[src/rtl/serial_subtractor_if.sv]
`default_nettype none
// ============================================================================
// Module   : serial_subtractor_if
// Brief    : Start/busy/done handshake and operand/result bundle for
//            serial_subtractor. ovf exists only with SERIAL_SUB_OVF_EN.
// Revision : 1.0 - initial release
// ============================================================================
interface serial_subtractor_if #(
  parameter int WIDTH = 4
);
  logic             start;
  logic [WIDTH-1:0] a;
  logic [WIDTH-1:0] b;
  logic             bin;
  logic             busy;
  logic             done;
  logic [WIDTH-1:0] diff;
  logic             bout;
`ifdef SERIAL_SUB_OVF_EN
  logic             ovf;

  modport master (output start, a, b, bin, input busy, done, diff, bout, ovf);
  modport slave  (input start, a, b, bin, output busy, done, diff, bout, ovf);
`else
  modport master (output start, a, b, bin, input busy, done, diff, bout);
  modport slave  (input start, a, b, bin, output busy, done, diff, bout);
`endif
endinterface
`default_nettype wire

[src/rtl/serial_subtractor.sv]
`default_nettype none
// ============================================================================
// Module   : serial_subtractor
// Brief    : Bit-serial a - b - bin, LSB first, one bit per clock, WIDTH
//            cycles per operation. Optional signed overflow: SERIAL_SUB_OVF_EN.
// Revision : 1.0 - initial release
// ============================================================================
module serial_subtractor #(
  parameter int WIDTH = 4
) (
  input  wire logic           clk,
  input  wire logic           rst,
  serial_subtractor_if.slave  bus
);
  localparam int              c_CW   = $clog2(WIDTH);
  localparam logic [c_CW-1:0] c_LAST = c_CW'(WIDTH - 1);

  typedef enum logic [0:0] {
    IDLE = 1'b0,
    RUN  = 1'b1
  } state_t;

  state_t           r_state;
  state_t           w_state_nxt;
  logic             w_accept;
  logic             w_last;
  logic             w_d;
  logic             w_br_nxt;

  // r_ar holds the unprocessed minuend bits at the bottom and the assembled
  // difference bits at the top, so one register serves as both.
  logic [WIDTH-1:0] r_ar;
  logic [WIDTH-1:0] r_b;
  logic             r_br;
  logic [c_CW-1:0]  r_cnt;
  logic [WIDTH-1:0] r_diff;
  logic             r_bout;
  logic             r_done;
`ifdef SERIAL_SUB_OVF_EN
  logic             r_amsb;
  logic             r_bmsb;
  logic             r_ovf;
`endif

  always_ff @(posedge clk or posedge rst) begin
    if (rst) begin
      r_state <= IDLE;
    end else begin
      r_state <= w_state_nxt;
    end
  end

  always_comb begin
    w_state_nxt = r_state;
    w_accept    = 1'b0;
    w_last      = 1'b0;
    case (r_state)
      IDLE: begin
        if (bus.start) begin
          w_accept    = 1'b1;
          w_state_nxt = RUN;
        end
      end
      RUN: begin
        if (r_cnt == c_LAST) begin
          w_last      = 1'b1;
          w_state_nxt = IDLE;
        end
      end
      default: w_state_nxt = IDLE;
    endcase
  end

  always_comb begin
    w_d      = r_ar[0] ^ r_b[0] ^ r_br;
    w_br_nxt = (~r_ar[0] & r_b[0]) | (~(r_ar[0] ^ r_b[0]) & r_br);
  end

  always_ff @(posedge clk or posedge rst) begin
    if (rst) begin
      r_ar   <= '0;
      r_b    <= '0;
      r_br   <= 1'b0;
      r_cnt  <= '0;
      r_diff <= '0;
      r_bout <= 1'b0;
      r_done <= 1'b0;
`ifdef SERIAL_SUB_OVF_EN
      r_amsb <= 1'b0;
      r_bmsb <= 1'b0;
      r_ovf  <= 1'b0;
`endif
    end else begin
      r_done <= 1'b0;
      if (w_accept) begin
        r_ar   <= bus.a;
        r_b    <= bus.b;
        r_br   <= bus.bin;
        r_cnt  <= '0;
`ifdef SERIAL_SUB_OVF_EN
        r_amsb <= bus.a[WIDTH-1];
        r_bmsb <= bus.b[WIDTH-1];
`endif
      end else if (r_state == RUN) begin
        r_ar  <= {w_d, r_ar[WIDTH-1:1]};
        r_b   <= {1'b0, r_b[WIDTH-1:1]};
        r_br  <= w_br_nxt;
        r_cnt <= r_cnt + c_CW'(1);
        if (w_last) begin
          r_diff <= {w_d, r_ar[WIDTH-1:1]};
          r_bout <= w_br_nxt;
          r_done <= 1'b1;
`ifdef SERIAL_SUB_OVF_EN
          // The final difference bit is the result MSB.
          r_ovf  <= (r_amsb ^ r_bmsb) & (w_d ^ r_amsb);
`endif
        end
      end
    end
  end

  assign bus.busy = (r_state == RUN);
  assign bus.done = r_done;
  assign bus.diff = r_diff;
  assign bus.bout = r_bout;
`ifdef SERIAL_SUB_OVF_EN
  assign bus.ovf  = r_ovf;
`endif

endmodule
`default_nettype wire

[src/flat_wrapper.sv]
// flat-port wrapper written by rule: the top's interface ports become plain ports
module serial_subtractor_flat 
#(
  parameter int WIDTH = 4
)
  (clk, rst, bus_start, bus_a, bus_b, bus_bin, bus_busy, bus_done, bus_diff, bus_bout);
  serial_subtractor_if #(.WIDTH(WIDTH)) bus_i ();
  input  wire logic clk;
  input  wire logic rst;
  input wire logic [$bits(bus_i.start)-1:0] bus_start;
  input wire logic [$bits(bus_i.a)-1:0] bus_a;
  input wire logic [$bits(bus_i.b)-1:0] bus_b;
  input wire logic [$bits(bus_i.bin)-1:0] bus_bin;
  output wire logic [$bits(bus_i.busy)-1:0] bus_busy;
  output wire logic [$bits(bus_i.done)-1:0] bus_done;
  output wire logic [$bits(bus_i.diff)-1:0] bus_diff;
  output wire logic [$bits(bus_i.bout)-1:0] bus_bout;
  assign bus_i.start = bus_start;
  assign bus_i.a = bus_a;
  assign bus_i.b = bus_b;
  assign bus_i.bin = bus_bin;
  assign bus_busy = bus_i.busy;
  assign bus_done = bus_i.done;
  assign bus_diff = bus_i.diff;
  assign bus_bout = bus_i.bout;
  serial_subtractor #(.WIDTH(WIDTH)) u_core (.clk(clk), .rst(rst), .bus(bus_i));
endmodule
[config.mk]
export PLATFORM = sky130hd
export DESIGN_NAME = serial_subtractor_flat
export DESIGN_NICKNAME = d
export VERILOG_FILES = /design/src/rtl/serial_subtractor_if.sv /design/src/rtl/serial_subtractor.sv /design/src/flat_wrapper.sv
export SDC_FILE = /design/constraint.sdc
export NUM_CORES = 1
export LEC_CHECK = 0
export ABC_AREA = 0
export BUFFER_PORTS_ARGS = -buffer_cell sky130_fd_sc_hd__buf_2
export CORE_UTILIZATION = 50
export CTS_CLUSTER_DIAMETER = 40
export CTS_CLUSTER_SIZE = 25
export DETAILED_ROUTE_END_ITERATION = 16
export PLACE_DENSITY_LB_ADDON = 0.2
export SLEW_MARGIN = 30
export SYNTH_ARGS = -nofsm -noshare
export SYNTH_HDL_FRONTEND = slang
export SYNTH_SLANG_ARGS = --single-unit
[constraint.sdc]
create_clock -name clk -period 4 [get_ports clk]
set_clock_uncertainty 0.05 [all_clocks]
set_input_delay 0.2 -clock clk [delete_from_list [all_inputs] [get_ports clk]]
set_output_delay 0.2 -clock clk [all_outputs]
set_load 0.005 [all_outputs]
==> results.md, run 1 <==
- Status: finished clean
- Largest net degree at the start of global routing: 26
- Initial Util: 57.2%
- DRC Markers: 0
- Cell family with most CP delay: flip-flops
- Post-route clock period utilization: 39.2%
- CP endpoint kind: output pin
- Multi-input logic area: between 300 and 400 um^2
- Mapped cell area: around 790 um^2
- # Post-CTS Setup Buffers: 0
- Final hold violation count: 0
- Antenna Nets Post-Route: 0
- Max FO, Critical Path: 25
- Max-slew headroom: a little over half
- Setup ws final: between 2 and 2.5 ns
- Clock root buffer: clkbuf_4
- Clock Latency Late Sink: between 0.2 and 0.3 ns
- Routability cong.: about 0.71
- Gr ovfl total: 0
- Hold path cells: 3
- Layout area overhead: 15.2%
- Yosys warns: 0
- Vias in the first global route: 509
- Post-Syn Instances: between 60 and 70
- Cell Pwr Density: slightly below 700 mW/mm^2
- Detailed Routing Iterations Pass 1: 2
- Vias: approximately 520
- CP max stage delay: roughly 0.8 ns
- Drt via density: slightly above 5
- Setup WS pre-CTS: ~2.5 ns
- P_leak: just under 0.0005 uW
- Crit path required time: approximately 3.8 ns
- DR WL/cell: 12.2 um
- Worst Tran Pin Value: between 0.6 and 0.7 ns
- Sequential-to-total area share from yosys stat: between 50% and 60%
- Synth Area per Inst: between 10 and 15 um^2
- Post-route insts no fill: 100
- Clock slew at reported path FFs: about 0.10 ns
- Routed WL: between 1000 and 1500 um
- CTS tree: done
- Chip Width: 41.8 um
- Total CTS buffers: 3
- Core Util, Final: between 60% and 70%
- Min Tclk post-route: 1.57 ns
- Worst R2R Path Depth: 2
- Type of the worst setup path: register to output pin
- Initial detailed-routing violation count: 3
- TNS Setup: 0 ns
- Crit path cell chain: buf_2
- Max IR drop VDD: 0.000311 V
- CP max-delay cell: dfrtp_1
- Clock sink count: 18
- Placed insts: 96
- Max Slew Vio Count: 0
- Post-synth top area share: between 50% and 60%
- Core area: ~0.0014 mm^2
- Clk buf depth: 2
- Filler instances: 103
- Number of I/O pins: 19
- Row count: 13
- Die height: 41.8 um
- Crit path buffers/inverters: 1
- Post-synth net total: 80
- Critical Path AT: around 1.3 ns
- GRT Resource Usage Total: 15.9%
- Seq. cell area: 450 um^2
- Nets: around 100
- Post-CTS Resized: 0
- Top cell type by total area after synthesis: dfrtp_1
- Levels on crit path: 1
- Kind of start point of the critical path: register
- Final count of negative-setup-slack endpoints: 0
- # diodes: 0
- Max-cap violations: 0
- Commonest cells after routing, fill and taps aside: buf_2, dfrtp_1, mux2i_1
- Leading post-synthesis cells by cell area: dfrtp_1, mux2i_1, mux2_1
- Die ar.: roughly 0.0017 mm^2
- H-tree levels: 1
- Fmax: ~0.64 GHz
- Buffers on Ports: 18
- RSZ-0062 raised after global routing: false
- Layout cells sized above 1: between 20% and 30%
- Min-Delay Path Class: input port to register
- # hold bufs at CTS: 1
- Distinct cells, synth: 16
- First-pass GRT wire length: 2100 um
- Number of synthesized register bits: 18
- Initial antenna violation count: 0
-- area by class of cell --
type	count	area share, %
sequential	18	49.5
clock buffer	3	2.47
inverter	5	2.06
tap	15	2.06
multi-input combinational	40	33.0
timing repair buffer	19	11.0
-- metrics by stage --
step	hold WS (ns)	instance area [um^2]	total power (uW)
finish	0.103	911	624
global route	0.116	911	676
CTS	0.0993	911	632
detailed placement	0.280	878	545
global placement	0.272	878	536
floorplan	0.0886	791	473
-- layer usage --
metal  GRT usage (%)  part of all wire [%]  vias to the layer above
li1                -                     -                      261
met1            21.4                    49                      242
met3            3.04                   4.1                        2
met5               0                     0                        -
met4            7.74                   1.4                        0
met2            24.4                    45                       14
-- cells by family (layout without fill, tap and decap cells) --
family	count (synthesis)	count (layout)	synth area share, %
AOI/OAI and AO/OA	10	10	6.49
and+or+nand+nor	12	12	6.33
adders and majority gates	2	2	4.11
DFF	18	18	57.0
buffers and inverters	8	27	5.06
muxes	16	16	21.0
-- final timing paths --
| path | end | startpoint | slack, ns |
|---|---|---|---|
| hold reg to reg | u_core.r_b[2] | u_core.r_b[3] | 0.44 |
| max in group asynchronous | u_core.r_ar[3] | rst | 2.99 |
| min in group asynchronous | u_core.r_ar[1] | rst | 0.49 |
| setup / recovery | bus_busy | u_core.bus.busy | 2.43 |
| hold / removal | u_core.r_b[3] | bus_b[3] | 0.10 |
| setup reg to reg | u_core.bus.diff[0] | u_core.bus.busy | 2.47 |
-- cell usage after synthesis, drive strengths merged --
master / instances
mux2i: 11
a31oi: 1
a21oi: 1
buf: 3
o21ai: 8
inv: 5
nor2: 2
nand2b: 1
mux2: 5
ha: 1
fa: 1
nand2: 9
dfrtp: 18
-- flip-flops by register name, indices dropped and copies added, names as in the netlist --
| name | cells |
|---|---|
| u_core.bus.diff | 4 |
| u_core.r_ar | 4 |
| u_core.bus.busy | 1 |
| u_core.r_b | 4 |
| u_core.bus.done | 1 |
| u_core.bus.bout | 1 |
| u_core.r_br | 1 |
| u_core.r_cnt | 2 |
-- power breakdown --
part | internal, uW | switching [uW] | total, uW
registers | 265 | 67.4 | 333
clock network | 35.0 | 51.7 | 86.7
logic | 112 | 92.9 | 204
total | 412 | 212 | 624
Note: power is estimated with default switching activity, not from simulation.
==> inputs of run 2 (changes only) <==
--- a/config.mk
+++ b/config.mk
@@ -5,9 +5,9 @@
 export SDC_FILE = /design/constraint.sdc
 export NUM_CORES = 1
 export LEC_CHECK = 0
-export ABC_AREA = 0
+export ABC_AREA = 1
 export BUFFER_PORTS_ARGS = -buffer_cell sky130_fd_sc_hd__buf_2
-export CORE_UTILIZATION = 50
+export CORE_UTILIZATION = 45
 export CTS_CLUSTER_DIAMETER = 40
 export CTS_CLUSTER_SIZE = 25
 export DETAILED_ROUTE_END_ITERATION = 16
==> constraint.sdc (replaced) <==
create_clock -name clk -period 1.4 [get_ports clk]
set_clock_uncertainty 0.05 [all_clocks]
set_input_delay 0.07 -clock clk [delete_from_list [all_inputs] [get_ports clk]]
set_output_delay 0.07 -clock clk [all_outputs]
set_load 0.005 [all_outputs]
==> run 2 against run 1 <==
Against the previous run: wire length rose by 17%; largest power group unchanged; sequential share of layout area fell by 4.6 points; global-route usage rose by 3.5 points; the run now ends with design-rule violations left; clock-buffer cell count did not move; worst hold slack got worse by 0.020 ns; first-iteration DRC count rose by 130%; critical path type unchanged; combinational power rose to 3.3 times the previous value; setup slack got worse by 2.4 ns; utilization fell by 1.5 points; sequential power rose to 2.7 times the previous value; synthesized area fell by 1.1%.
==> results.md, run 2 <==
- Most frequent cell after synthesis: nand2_1 (was dfrtp_1)
- Cell family with most CP delay: flip-flops (unchanged)
- Core area: 0.00156 mm^2 (was 0.00138 mm^2)
- Layout area overhead: 28.3% (was 15.2%)
- Max FO, Critical Path: 8 (was 25)
- Total CTS buffers: 3 (unchanged)
- Post-synth net total: 100 (was 80)
- Logic pwr share: 36.7% (was 32.8%)
- Layout cells sized above 1: 23.3% (was 27.1%)
- Post-Syn Instances: 86 (was 66)
- Vias: 636 (was 519)
- Sequential-to-total area share from yosys stat: 57.6% (was 57.0%)
- Min-Delay Path Class: input port to register (unchanged)
- Commonest cells after routing, fill and taps aside: nand2_1, buf_2, dfrtp_1 (was buf_2, dfrtp_1, mux2i_1)
- Post-synth top area share: 57.6% (was 57.0%)
- Clock Latency Late Sink: 0.29 ns (about the same)
- Largest net degree at the start of global routing: 19 (was 26)
- Yosys warns: 0 (unchanged)
- Routed WL: 1430 um (was 1220 um)
- Kind of start point of the critical path: register (unchanged)
- Crit path required time: 1.28 ns (was 3.75 ns)
- Vias in the first global route: 617 (was 509)
- Row count: 14 (was 13)
- Status: finished with violations (was finished clean)
- GRT Resource Usage Total: 19.3% (was 15.9%)
- Hold Crit Start: bus_start (was bus_b[3])
- Filler instances: 150 (was 103)
- Hold endpoint: u_core.r_b[3] (unchanged)
- Post-synth EDFFs: 0 (unchanged)
- DR WL/cell: 10.8 um (was 12.2 um)
- Chip Width: 43.7 um (was 41.8 um)
- P_leak: 0.000535 uW (was 0.000482 uW)
- Final count of negative-setup-slack endpoints: 0 (unchanged)
- Nets: 132 (was 101)
- Initial Util: 50.2% (was 57.2%)
- Buffers on Ports: 18 (unchanged)
- Detailed placer's ending HPWL: between 900 and 1000 um
- Seq. cell area: 450 um^2 (unchanged)
- Crit path buffers/inverters: 2 (was 1)
- First-pass GRT wire length: 2600 um (was 2100 um)
- Worst flop-to-flop path endpoint: u_core.r_ar[3] (was u_core.bus.diff[0])
- Gr ovfl total: 0 (unchanged)
- Clk buf depth: 2 (unchanged)
- Routability cong.: 0.722 (was 0.709)
- Post-CTS Resized: 0 (unchanged)
- Total internal power: 1160 uW (was 412 uW)
- Violated checks: design-rule violations
- Min Tclk post-route: approximately 1.3 ns
- DRC Markers: 1 (was 0)
- Antenna Nets Post-Route: 0 (unchanged)
- Worst Tran Pin Value: 0.391 ns (was 0.687 ns)
- # Post-CTS Setup Buffers: 0 (unchanged)
- Worst reg2reg startpoint: u_core.r_b[0] (was u_core.bus.busy)
- Max-cap violations: 0 (unchanged)
- TNS Setup: 0 ns (unchanged)
- Clock power frac: 13.5% (was 13.9%)
- Switching pwr: 674 uW (was 212 uW)
- Top_reg_cell synth: dfrtp_1 (unchanged)
- Drt via density: 4.82 (was 5.19)
- Die height: 43.7 um (was 41.8 um)
- WHS: 0.0833 ns (was 0.103 ns)
- Synth top cells by count: nand2_1, dfrtp_1, nand3_1, inv_1, buf_4 (was dfrtp_1, mux2i_1, nand2_1, o21ai_0, inv_1)
- Number of synthesized register bits: 18 (unchanged)
- Clock sink count: 18 (unchanged)
- Leading post-synthesis cells by cell area: dfrtp_1, nand2_1, nand3_1 (was dfrtp_1, mux2i_1, mux2_1)
- Final hold violation count: 0 (unchanged)
- Distinct cells, synth: 15 (was 16)
- Critical Path AT: 1.20 ns (was 1.32 ns)
- Clock slew at reported path FFs: 0.09 ns (was 0.10 ns)
- Crit path cell chain: buf_4 -> buf_2 (was buf_2)
- Hold path cells: 3 (unchanged)
- Post-route clock period utilization: a little over nine tenths
- Type of the worst setup path: register to output pin (unchanged)
- Initial antenna violation count: 0 (unchanged)
- Synth Area per Inst: 9.09 um^2 (was 12.0 um^2)
- RSZ-0062 raised after global routing: false (unchanged)
- CP max-delay cell: dfrtp_1 (unchanged)
- Clock root buffer: clkbuf_4 (unchanged)
- Critical path origin: u_core.bus.busy (unchanged)
- Top cell type by total area after synthesis: dfrtp_1 (unchanged)
- CP endpoint kind: output pin (unchanged)
- Most common cell after layout, fill and taps aside: nand2_1
- Worst R2R Path Depth: 4 (was 2)
- Max-slew headroom: 73.9% (was 54.2%)
- Max Slew Vio Count: 0 (unchanged)
- Sw Ratio: 36.7% (was 34.0%)
- Slack of the worst reg-to-reg path: 0.18 ns (was 2.47 ns)
- Fmax: 0.755 GHz
- Die ar.: 0.00191 mm^2 (was 0.00174 mm^2)
- Initial detailed-routing violation count: 7 (was 3)
- Part of the power in registers: 49.8% (was 53.3%)
- H-tree levels: 1 (unchanged)
- Max IR drop VDD: 0.000798 V (was 0.000311 V)
- # diodes: 0 (unchanged)
- Number of I/O pins: 19 (unchanged)
- CTS tree: done (unchanged)
- Mapped cell area: 782 um^2 (was 791 um^2)
- CP max stage delay: 0.59 ns (was 0.80 ns)
- Async SR Flop Fraction: 100% (unchanged)
- Cell Pwr Density: 1830 mW/mm^2 (was 685 mW/mm^2)
- Multi-input logic area: 280 um^2 (was 300 um^2)
- Detailed Routing Iterations Pass 1: 10 (was 2)
[run 2: layout make-up]
type | instances | area share [%]
tap | 16 | 2.00
inverter | 6 | 2.49
timing repair buffer | 30 | 20.4
sequential | 18 | 44.9
multi-input combinational | 59 | 27.9
clock buffer | 3 | 2.24
[run 2: power by group through the flow]
stage,logic [uW],clock network (uW),registers [uW]
detailed placement,660,0,926
finish,674,248,913
floorplan,491,0,891
global placement,646,0,914
global route,802,281,950
CTS,686,252,915
[run 2: worst register-to-register path, cell delays in order (launching register included)]
cell     delay (ns)
dfrtp_1        0.37
inv_1          0.07
fa_1           0.48
nand2_1        0.08
nand3_1        0.07
[run 2: worst max path at each step]
stage,to,cells after the start
after floorplan,u_core.r_ar[3],4
after global placement,u_core.r_ar[3],4
after detailed placement,u_core.r_ar[3],4
after CTS,bus_busy,2
after global routing,bus_busy,2
final,bus_busy,2
[run 2: repair_timing]
item / in CTS / in global routing
endpoints found under the hold margin: 27 / 0
hold buffers: 10 / 0
setup endpoints to repair: 0 / 0
[run 2: cells by family (layout without fill, tap and decap cells)]
kind of cell | Yosys count | after routing | synth area share, %
AND/OR/NAND/NOR | 55 | 55 | 30.4
flip-flops | 18 | 18 | 57.6
buffers and inverters | 9 | 39 | 6.56
adder cells (fa/ha/maj) | 2 | 2 | 4.16
AO/OA/AOI/OAI | 2 | 2 | 1.28
[run 2: layer usage]
metal	vias to the layer above	wire [um]	global-route usage, %
met1	280	668	24.2
met3	5	55	5.00
li1	334	-	-
met5	-	0	0
met4	0	36	11.3
met2	17	665	30.1
[run 2: through the flow]
| step | cells | setup slack (ns) | util [%] | power, uW | area [um^2] |
|---|---|---|---|---|---|
| 2_1_floorplan | 86 | 0.240 | - | 1380 | 782 |
| 3_3_place_gp | 119 | 0.227 | 56.5 | 1560 | 881 |
| 3_5_place_dp | 119 | 0.191 | 56.5 | 1590 | 881 |
| 4_1_cts | 132 | 0.0726 | 64.4 | 1850 | 1000 |
| 5_1_grt | 132 | 0.00946 | 64.4 | 2030 | 1000 |
| 6_report | 132 | 0.0762 | 64.4 | 1830 | 1000 |
